**src/rtl/load_store_unit_if.sv**
```systemverilog
// Execute-stage request, data-memory bus and writeback/fault signals of the LSU.
// The slave modport is the LSU's view; master is the surrounding core/memory.
interface load_store_unit_if;
  logic        reqValid;
  logic        reqReady;
  logic        memRead;
  logic        memWrite;
  logic [2:0]  funct3;
  logic [31:0] address;
  logic [31:0] storeData;
  logic [4:0]  rdIn;
  logic        dmemReq;
  logic        dmemWe;
  logic [31:0] dmemAddr;
  logic [31:0] dmemWdata;
  logic [3:0]  dmemBe;
  logic        dmemAck;
  logic [31:0] dmemRdata;
  logic        wbValid;
  logic        wbWe;
  logic [4:0]  wbRd;
  logic [31:0] wbData;
  logic        fault;
  logic [1:0]  faultCause;
  logic [31:0] faultAddr;

  modport slave (
    input  reqValid, memRead, memWrite, funct3, address, storeData, rdIn,
    input  dmemAck, dmemRdata,
    output reqReady, dmemReq, dmemWe, dmemAddr, dmemWdata, dmemBe,
    output wbValid, wbWe, wbRd, wbData, fault, faultCause, faultAddr
  );

  modport master (
    output reqValid, memRead, memWrite, funct3, address, storeData, rdIn,
    output dmemAck, dmemRdata,
    input  reqReady, dmemReq, dmemWe, dmemAddr, dmemWdata, dmemBe,
    input  wbValid, wbWe, wbRd, wbData, fault, faultCause, faultAddr
  );
endinterface

```
**src/rtl/load_store_unit.sv**
```systemverilog
// RV32 memory stage: one load or store per request on the data bus, with
// byte-lane formatting, load extension and misaligned/illegal/timeout faults.
module load_store_unit #(
  parameter int unsigned TIMEOUT_CYCLES = 256
) (
  input  logic             clk,
  input  logic             reset,
  load_store_unit_if.slave lsu
);
  localparam int unsigned   CW   = $clog2(TIMEOUT_CYCLES) + 1;
  localparam logic [CW-1:0] LAST = CW'(TIMEOUT_CYCLES - 1);

  typedef enum logic [1:0] {IDLE, BUS, DONE, FAULT} state_t;
  state_t state, state_n;

  logic [CW-1:0] tcnt;
  logic [31:0]   addr_q;
  logic [2:0]    f3_q;
  logic [4:0]    rd_q;
  logic          load_q;

  logic          is_op, illegal, misaligned, accept, timeout;
  logic [1:0]    cause_n;
  logic [3:0]    be_n;
  logic [31:0]   wdata_n, lane, ld_fmt;

  assign lsu.reqReady = (state == IDLE);

  // Request decode and store formatting, evaluated on the incoming request.
  always_comb begin
    is_op      = lsu.memRead | lsu.memWrite;
    illegal    = (lsu.funct3 == 3'b011) || (lsu.funct3[2:1] == 2'b11) ||
                 (!lsu.memRead && lsu.funct3[2]);
    misaligned = ((lsu.funct3[1:0] == 2'b01) && lsu.address[0]) ||
                 ((lsu.funct3 == 3'b010) && (lsu.address[1:0] != 2'b00));
    cause_n    = illegal ? 2'b10 : 2'b01;
    be_n       = 4'b1111;
    wdata_n    = '0;
    if (!lsu.memRead) begin
      case (lsu.funct3[1:0])
        2'b00: begin
          be_n    = 4'b0001 << lsu.address[1:0];
          wdata_n = {4{lsu.storeData[7:0]}};
        end
        2'b01: begin
          be_n    = lsu.address[1] ? 4'b1100 : 4'b0011;
          wdata_n = {2{lsu.storeData[15:0]}};
        end
        default: begin
          be_n    = 4'b1111;
          wdata_n = lsu.storeData;
        end
      endcase
    end
  end

  // Load alignment and extension from the latched funct3/offset.
  always_comb begin
    lane = lsu.dmemRdata >> {addr_q[1:0], 3'b000};
    case (f3_q)
      3'b000:  ld_fmt = {{24{lane[7]}}, lane[7:0]};
      3'b001:  ld_fmt = {{16{lane[15]}}, lane[15:0]};
      3'b100:  ld_fmt = {24'd0, lane[7:0]};
      3'b101:  ld_fmt = {16'd0, lane[15:0]};
      default: ld_fmt = lane;
    endcase
  end

  always_comb begin
    state_n = state;
    accept  = 1'b0;
    timeout = 1'b0;
    case (state)
      IDLE: begin
        if (lsu.reqValid) begin
          accept = 1'b1;
          if (is_op) state_n = (illegal || misaligned) ? FAULT : BUS;
        end
      end
      BUS: begin
        if (lsu.dmemAck) begin
          state_n = DONE;
        end else if (tcnt == LAST) begin
          timeout = 1'b1;
          state_n = FAULT;
        end
      end
      DONE:    state_n = IDLE;
      FAULT:   state_n = IDLE;
      default: state_n = IDLE;
    endcase
  end

  always_ff @(posedge clk) begin
    if (reset) begin
      state          <= IDLE;
      tcnt           <= '0;
      addr_q         <= '0;
      f3_q           <= '0;
      rd_q           <= '0;
      load_q         <= 1'b0;
      lsu.dmemReq    <= 1'b0;
      lsu.dmemWe     <= 1'b0;
      lsu.dmemAddr   <= '0;
      lsu.dmemWdata  <= '0;
      lsu.dmemBe     <= '0;
      lsu.wbValid    <= 1'b0;
      lsu.wbWe       <= 1'b0;
      lsu.wbRd       <= '0;
      lsu.wbData     <= '0;
      lsu.fault      <= 1'b0;
      lsu.faultCause <= '0;
      lsu.faultAddr  <= '0;
    end else begin
      state       <= state_n;
      tcnt        <= (state == BUS) ? tcnt + CW'(1) : '0;
      lsu.dmemReq <= (state_n == BUS);
      lsu.wbValid <= (state_n == DONE);
      lsu.wbWe    <= (state_n == DONE) && load_q && (rd_q != 5'd0);
      lsu.fault   <= (state_n == FAULT);
      if (accept && is_op) begin
        addr_q <= lsu.address;
        f3_q   <= lsu.funct3;
        rd_q   <= lsu.rdIn;
        load_q <= lsu.memRead;
        if (illegal || misaligned) begin
          lsu.faultCause <= cause_n;
          lsu.faultAddr  <= lsu.address;
        end else begin
          lsu.dmemWe    <= !lsu.memRead;
          lsu.dmemAddr  <= {lsu.address[31:2], 2'b00};
          lsu.dmemWdata <= wdata_n;
          lsu.dmemBe    <= be_n;
        end
      end
      if (timeout) begin
        lsu.faultCause <= 2'b11;
        lsu.faultAddr  <= addr_q;
      end
      if (state == BUS && lsu.dmemAck) begin
        lsu.wbRd   <= rd_q;
        lsu.wbData <= load_q ? ld_fmt : '0;
      end
    end
  end
endmodule
```
**src/flat_wrapper.sv**
```systemverilog
// flat-port wrapper written by rule: the top's interface ports become plain ports
module load_store_unit_flat 
#(
  parameter int unsigned TIMEOUT_CYCLES = 256
)
  (clk, reset, lsu_reqValid, lsu_memRead, lsu_memWrite, lsu_funct3, lsu_address, lsu_storeData, lsu_rdIn, lsu_dmemAck, lsu_dmemRdata, lsu_reqReady, lsu_dmemReq, lsu_dmemWe, lsu_dmemAddr, lsu_dmemWdata, lsu_dmemBe, lsu_wbValid, lsu_wbWe, lsu_wbRd, lsu_wbData, lsu_fault, lsu_faultCause, lsu_faultAddr);
  load_store_unit_if lsu_i ();
  input  logic clk;
  input  logic reset;
  input wire logic [$bits(lsu_i.reqValid)-1:0] lsu_reqValid;
  input wire logic [$bits(lsu_i.memRead)-1:0] lsu_memRead;
  input wire logic [$bits(lsu_i.memWrite)-1:0] lsu_memWrite;
  input wire logic [$bits(lsu_i.funct3)-1:0] lsu_funct3;
  input wire logic [$bits(lsu_i.address)-1:0] lsu_address;
  input wire logic [$bits(lsu_i.storeData)-1:0] lsu_storeData;
  input wire logic [$bits(lsu_i.rdIn)-1:0] lsu_rdIn;
  input wire logic [$bits(lsu_i.dmemAck)-1:0] lsu_dmemAck;
  input wire logic [$bits(lsu_i.dmemRdata)-1:0] lsu_dmemRdata;
  output wire logic [$bits(lsu_i.reqReady)-1:0] lsu_reqReady;
  output wire logic [$bits(lsu_i.dmemReq)-1:0] lsu_dmemReq;
  output wire logic [$bits(lsu_i.dmemWe)-1:0] lsu_dmemWe;
  output wire logic [$bits(lsu_i.dmemAddr)-1:0] lsu_dmemAddr;
  output wire logic [$bits(lsu_i.dmemWdata)-1:0] lsu_dmemWdata;
  output wire logic [$bits(lsu_i.dmemBe)-1:0] lsu_dmemBe;
  output wire logic [$bits(lsu_i.wbValid)-1:0] lsu_wbValid;
  output wire logic [$bits(lsu_i.wbWe)-1:0] lsu_wbWe;
  output wire logic [$bits(lsu_i.wbRd)-1:0] lsu_wbRd;
  output wire logic [$bits(lsu_i.wbData)-1:0] lsu_wbData;
  output wire logic [$bits(lsu_i.fault)-1:0] lsu_fault;
  output wire logic [$bits(lsu_i.faultCause)-1:0] lsu_faultCause;
  output wire logic [$bits(lsu_i.faultAddr)-1:0] lsu_faultAddr;
  assign lsu_i.reqValid = lsu_reqValid;
  assign lsu_i.memRead = lsu_memRead;
  assign lsu_i.memWrite = lsu_memWrite;
  assign lsu_i.funct3 = lsu_funct3;
  assign lsu_i.address = lsu_address;
  assign lsu_i.storeData = lsu_storeData;
  assign lsu_i.rdIn = lsu_rdIn;
  assign lsu_i.dmemAck = lsu_dmemAck;
  assign lsu_i.dmemRdata = lsu_dmemRdata;
  assign lsu_reqReady = lsu_i.reqReady;
  assign lsu_dmemReq = lsu_i.dmemReq;
  assign lsu_dmemWe = lsu_i.dmemWe;
  assign lsu_dmemAddr = lsu_i.dmemAddr;
  assign lsu_dmemWdata = lsu_i.dmemWdata;
  assign lsu_dmemBe = lsu_i.dmemBe;
  assign lsu_wbValid = lsu_i.wbValid;
  assign lsu_wbWe = lsu_i.wbWe;
  assign lsu_wbRd = lsu_i.wbRd;
  assign lsu_wbData = lsu_i.wbData;
  assign lsu_fault = lsu_i.fault;
  assign lsu_faultCause = lsu_i.faultCause;
  assign lsu_faultAddr = lsu_i.faultAddr;
  load_store_unit #(.TIMEOUT_CYCLES(TIMEOUT_CYCLES)) u_core (.clk(clk), .reset(reset), .lsu(lsu_i));
endmodule
```
**config.mk**
```make
export PLATFORM = sky130hd
export DESIGN_NAME = load_store_unit_flat
export DESIGN_NICKNAME = d
export VERILOG_FILES = /design/src/rtl/load_store_unit_if.sv /design/src/rtl/load_store_unit.sv /design/src/flat_wrapper.sv
export SDC_FILE = /design/constraint.sdc
export NUM_CORES = 1
export LEC_CHECK = 0
export BUFFER_PORTS_ARGS = -buffer_cell sky130_fd_sc_hd__buf_2
export CORE_UTILIZATION = 46
export DETAILED_ROUTE_END_ITERATION = 8
export GPL_TIMING_DRIVEN = 0
export PLACE_DENSITY = 0.76
export SYNTH_ARGS = -nofsm -noshare
export SYNTH_HDL_FRONTEND = slang
export SYNTH_SLANG_ARGS = --single-unit
```
**constraint.sdc**
```tcl
create_clock -name clk -period 2.1 [get_ports clk]
set_input_delay 0.105 -clock clk [delete_from_list [all_inputs] [get_ports clk]]
set_output_delay 0.105 -clock clk [all_outputs]
set_load 0.01 [all_outputs]
```
==> qor.yml <==
timing:
  skew_ns: 0.00920
  max_freq_ghz: 0.488
  grt_setup_unrepaired: "true"
  relSlewSlack: 0.428
  drv_slew: 0
  setup_ws_ns: 0.0504
  hold_violations: 0
  tightest_slew_ns: 0.855
  period_share: 0.976
  setup_violations: 0
  period_minus_slack_ns: 2.05
grt:
  globalRouteMet2Util: 0.459
  grt_max_degree: 19
  top_usage_layer: "met2"
  grt_use_met3: 0.0620
  grt_pass1_vias: 7732
  grt_pass1_wl_um: 40300
  grt_use_total: 0.288
  antenna_found_initial: 4
  grt.overflow.total: 0
  grtUsageMet1: 0.357
cts:
  cts.sinks: 194
  clk_pin_slew_ns: 0.07
  cts_tree: "yes"
  cts-root-buf: "clkbuf_16"
  cts.path.max_buffers: 2
  cts_made_buffers: 17
  clkLatencyLatePin_ns: 0.44
  htreeDepth: 4
setup_path:
  crit_slowest_cell: "dfxtp_2"
  arrival_ns: 2.35
  critPathMaxFanout: 10
  crit_path_end_kind: "flip-flop"
  critPathKind: "reg2reg"
  crit_path_cell_trace: "ha_2 > nand3_2 > nor2_2 > ha_2 > and3_4 > buf_4 > buf_4 > mux2i_1 > a211oi_1"
  startpoint_type: "flip-flop"
  cp.required_ns: 2.40
  max_stage_delay_ns: 0.35
yosys:
  postSynthCellCount: 880
  synth_edf_count: 0
  yosys_warnings: 0
  synth_area_mm2: 0.00807
  synth_cell_types: 52
  syn_avg_cell_area_um2: 9.17
  synthFlopType: "dfxtp_1"
  ys_seq_elements: 194
  synth-async-reset-ratio: 0
  seq_area_frac_synth: 0.481
detailed_routing:
  drt_wl_total_um: 26700
  first_pass_iters: 5
  drc: 0
  wl_per_cell_um: 18.2
  drtAntennaViolNets: 0
  via_count: 8324
  drt_iter0_drc: 623
  via_per_inst: 5.67
place:
  dpl_cell_area_mm2: 0.00961
  hpwlAfterDp_um: 18800
  dp_cells: 1357
  io_buffers: 251
  globalplace.congestion: 0.919
  pre_cts_ws_ns: -0.256
die:
  io_pins: 255
  core_mm2: 0.0172
  start_util: 0.468
  row_count: 48
  die_h_um: 134
  dieArea_mm2: 0.0181
  die-width_um: 134
status:
  status: "completed"
finish:
  areaGrowthSynthToFinish_pct: 37.3
  final_cell_area_mm2: 0.0111
  fin_nets: 1336
  drive_gt1_frac: 0.283
  final_cells: 1467
flow_run:
  timing.max_cap.violations: 0
power:
  power.density_mw_per_mm2: 763
  leakage_nw: 4.66
  vdd_drop_max_uv: 654
worst_hold_path:
  worst_hold_path_type: "in2reg"
area by class of cell:
| type | count | area, um^2 |
|---|---|---|
| multi-input cells | 596 | 3870 |
| clock inverters | 12 | 118 |
| repair buffers | 325 | 1990 |
| diodes | 5 | 12.5 |
| well taps | 225 | 282 |
| plain buffers | 84 | 430 |
| fillers | 1393 | 6160 |
| clock buffers | 20 | 467 |
| inverters | 6 | 22.5 |
| flip-flops and latches | 194 | 3890 |
flip-flops by register name (all words and copies together) (netlist names), 4 cells and up:
name and count:
u_core.lsu.dmemWdata 32, u_core.tcnt 9, u_core.rd_q 5, u_core.lsu.wbRd 5
u_core.lsu.wbData 32, u_core.lsu.faultAddr 32, u_core.lsu.dmemAddr 30, u_core.lsu.dmemBe 4
u_core.addr_q 32
worst paths after layout:
kind | cells past startpoint | to | slack (ns) | from
setup / recovery | 9 | u_core.lsu.faultAddr[27] | 0.05 | u_core.tcnt[0]
hold / removal | 3 | u_core.lsu.dmemWdata[20] | 0.009 | lsu_storeData[20]
setup reg to reg | 9 | u_core.lsu.faultAddr[27] | 0.05 | u_core.tcnt[0]
hold reg to reg | 1 | u_core.tcnt[0] | 0.43 | u_core.tcnt[0]
cells in the final DEF (no fill, tap or decap), types with 3 or more instances in the layout:
master / instances
a21oi_1: 93
clkbuf_2: 4
o21ai_0: 58
a32oi_1: 7
o2bb2ai_1: 15
clkbuf_16: 17
inv_8: 3
mux2_2: 9
a22oi_1: 9
a221o_1: 8
nand3_1: 32
mux2i_1: 63
nor2b_1: 10
nor3_1: 3
a211o_1: 9
a22o_1: 23
inv_1: 6
xnor2_1: 3
nand2b_1: 3
buf_4: 9
diode_2: 5
nand2_1: 115
clkbuf_8: 5
and3_1: 4
clkinv_4: 4
buf_2: 273
a211oi_1: 69
dfxtp_1: 192
dlygate4sd3_1: 71
nor2_1: 24
clkbuf_1: 47
worst max-delay path: cells and delay by family (launching register included):
family | cells | cell delay (ns)
AO/OA/AOI/OAI | 1 | 0.10
adder cells (fa/ha/maj) | 2 | 0.39
buffers and inverters | 2 | 0.38
flip-flops | 1 | 0.35
multiplexers | 1 | 0.26
AND/OR/NAND/NOR | 3 | 0.43
cell usage after synthesis, types with 4 or more instances:
library cell / number / share of area
nor2_1: 25 / 0.012
nand2_1: 115 / 0.053
dfxtp_1: 194 / 0.48
nand3_1: 33 / 0.020
a221o_1: 8 / 0.0099
a21oi_1: 94 / 0.058
a22o_1: 23 / 0.025
clkbuf_1: 55 / 0.026
nor2b_1: 10 / 0.0078
a22oi_1: 9 / 0.0084
a32oi_1: 7 / 0.0076
o21ai_0: 60 / 0.037
a211o_1: 9 / 0.0098
inv_1: 6 / 0.0028
mux2_2: 9 / 0.013
buf_2: 23 / 0.014
a211oi_1: 70 / 0.065
nor3_1: 4 / 0.0025
o2bb2ai_1: 15 / 0.016
mux2i_1: 64 / 0.079
and3_1: 5 / 0.0039
report_power, final:
| group | total, mW | switching (mW) | internal [mW] |
|---|---|---|---|
| combinational | 1.30 | 0.771 | 0.532 |
| sequential | 3.93 | 0.0938 | 3.84 |
| clock | 3.21 | 1.55 | 1.66 |
per-layer routing:
metal | routed length (um) | share of wire | vias up
met5 | 0 | 0 | -
met3 | 2050 | 0.077 | 95
met1 | 11000 | 0.41 | 3905
met2 | 12300 | 0.46 | 421
met4 | 1290 | 0.048 | 0
li1 | - | - | 3903
timing repair:
item | in CTS | in global routing
endpoints found under the hold margin | 102 | 0
setup endpoints to repair | 91 | 138
gates resized for setup | 23 | 25
cloned | 0 | 0
hold buffers | 71 | 0
buffers inserted | 0 | 3
pin swaps | 0 | 5
cells by family after synthesis:
logic type / after synthesis / synth area share
AO/OA/AOI/OAI: 306 / 0.249
XOR/XNOR: 5 / 0.00543
adder cells (fa/ha/maj): 2 / 0.00310
buffers and inverters: 91 / 0.0484
flip-flops: 194 / 0.481
multiplexers: 74 / 0.0947
other: 1 / 0.000465
AND/OR/NAND/NOR: 207 / 0.118
metrics by stage:
step                      utilization  hold slack, ns  setup TNS [ns]  total power, mW
after global placement          0.558           0.349           -9.25             5.13
after global routing            0.643          0.0253          -0.248             8.75
after CTS                       0.637         0.00419               0             8.43
final                           0.643         0.00910               0             8.45
after detailed placement        0.558           0.352          -11.32             5.15
after floorplan                     -           0.238               0             4.67
Power figures use the tool's default switching activity.
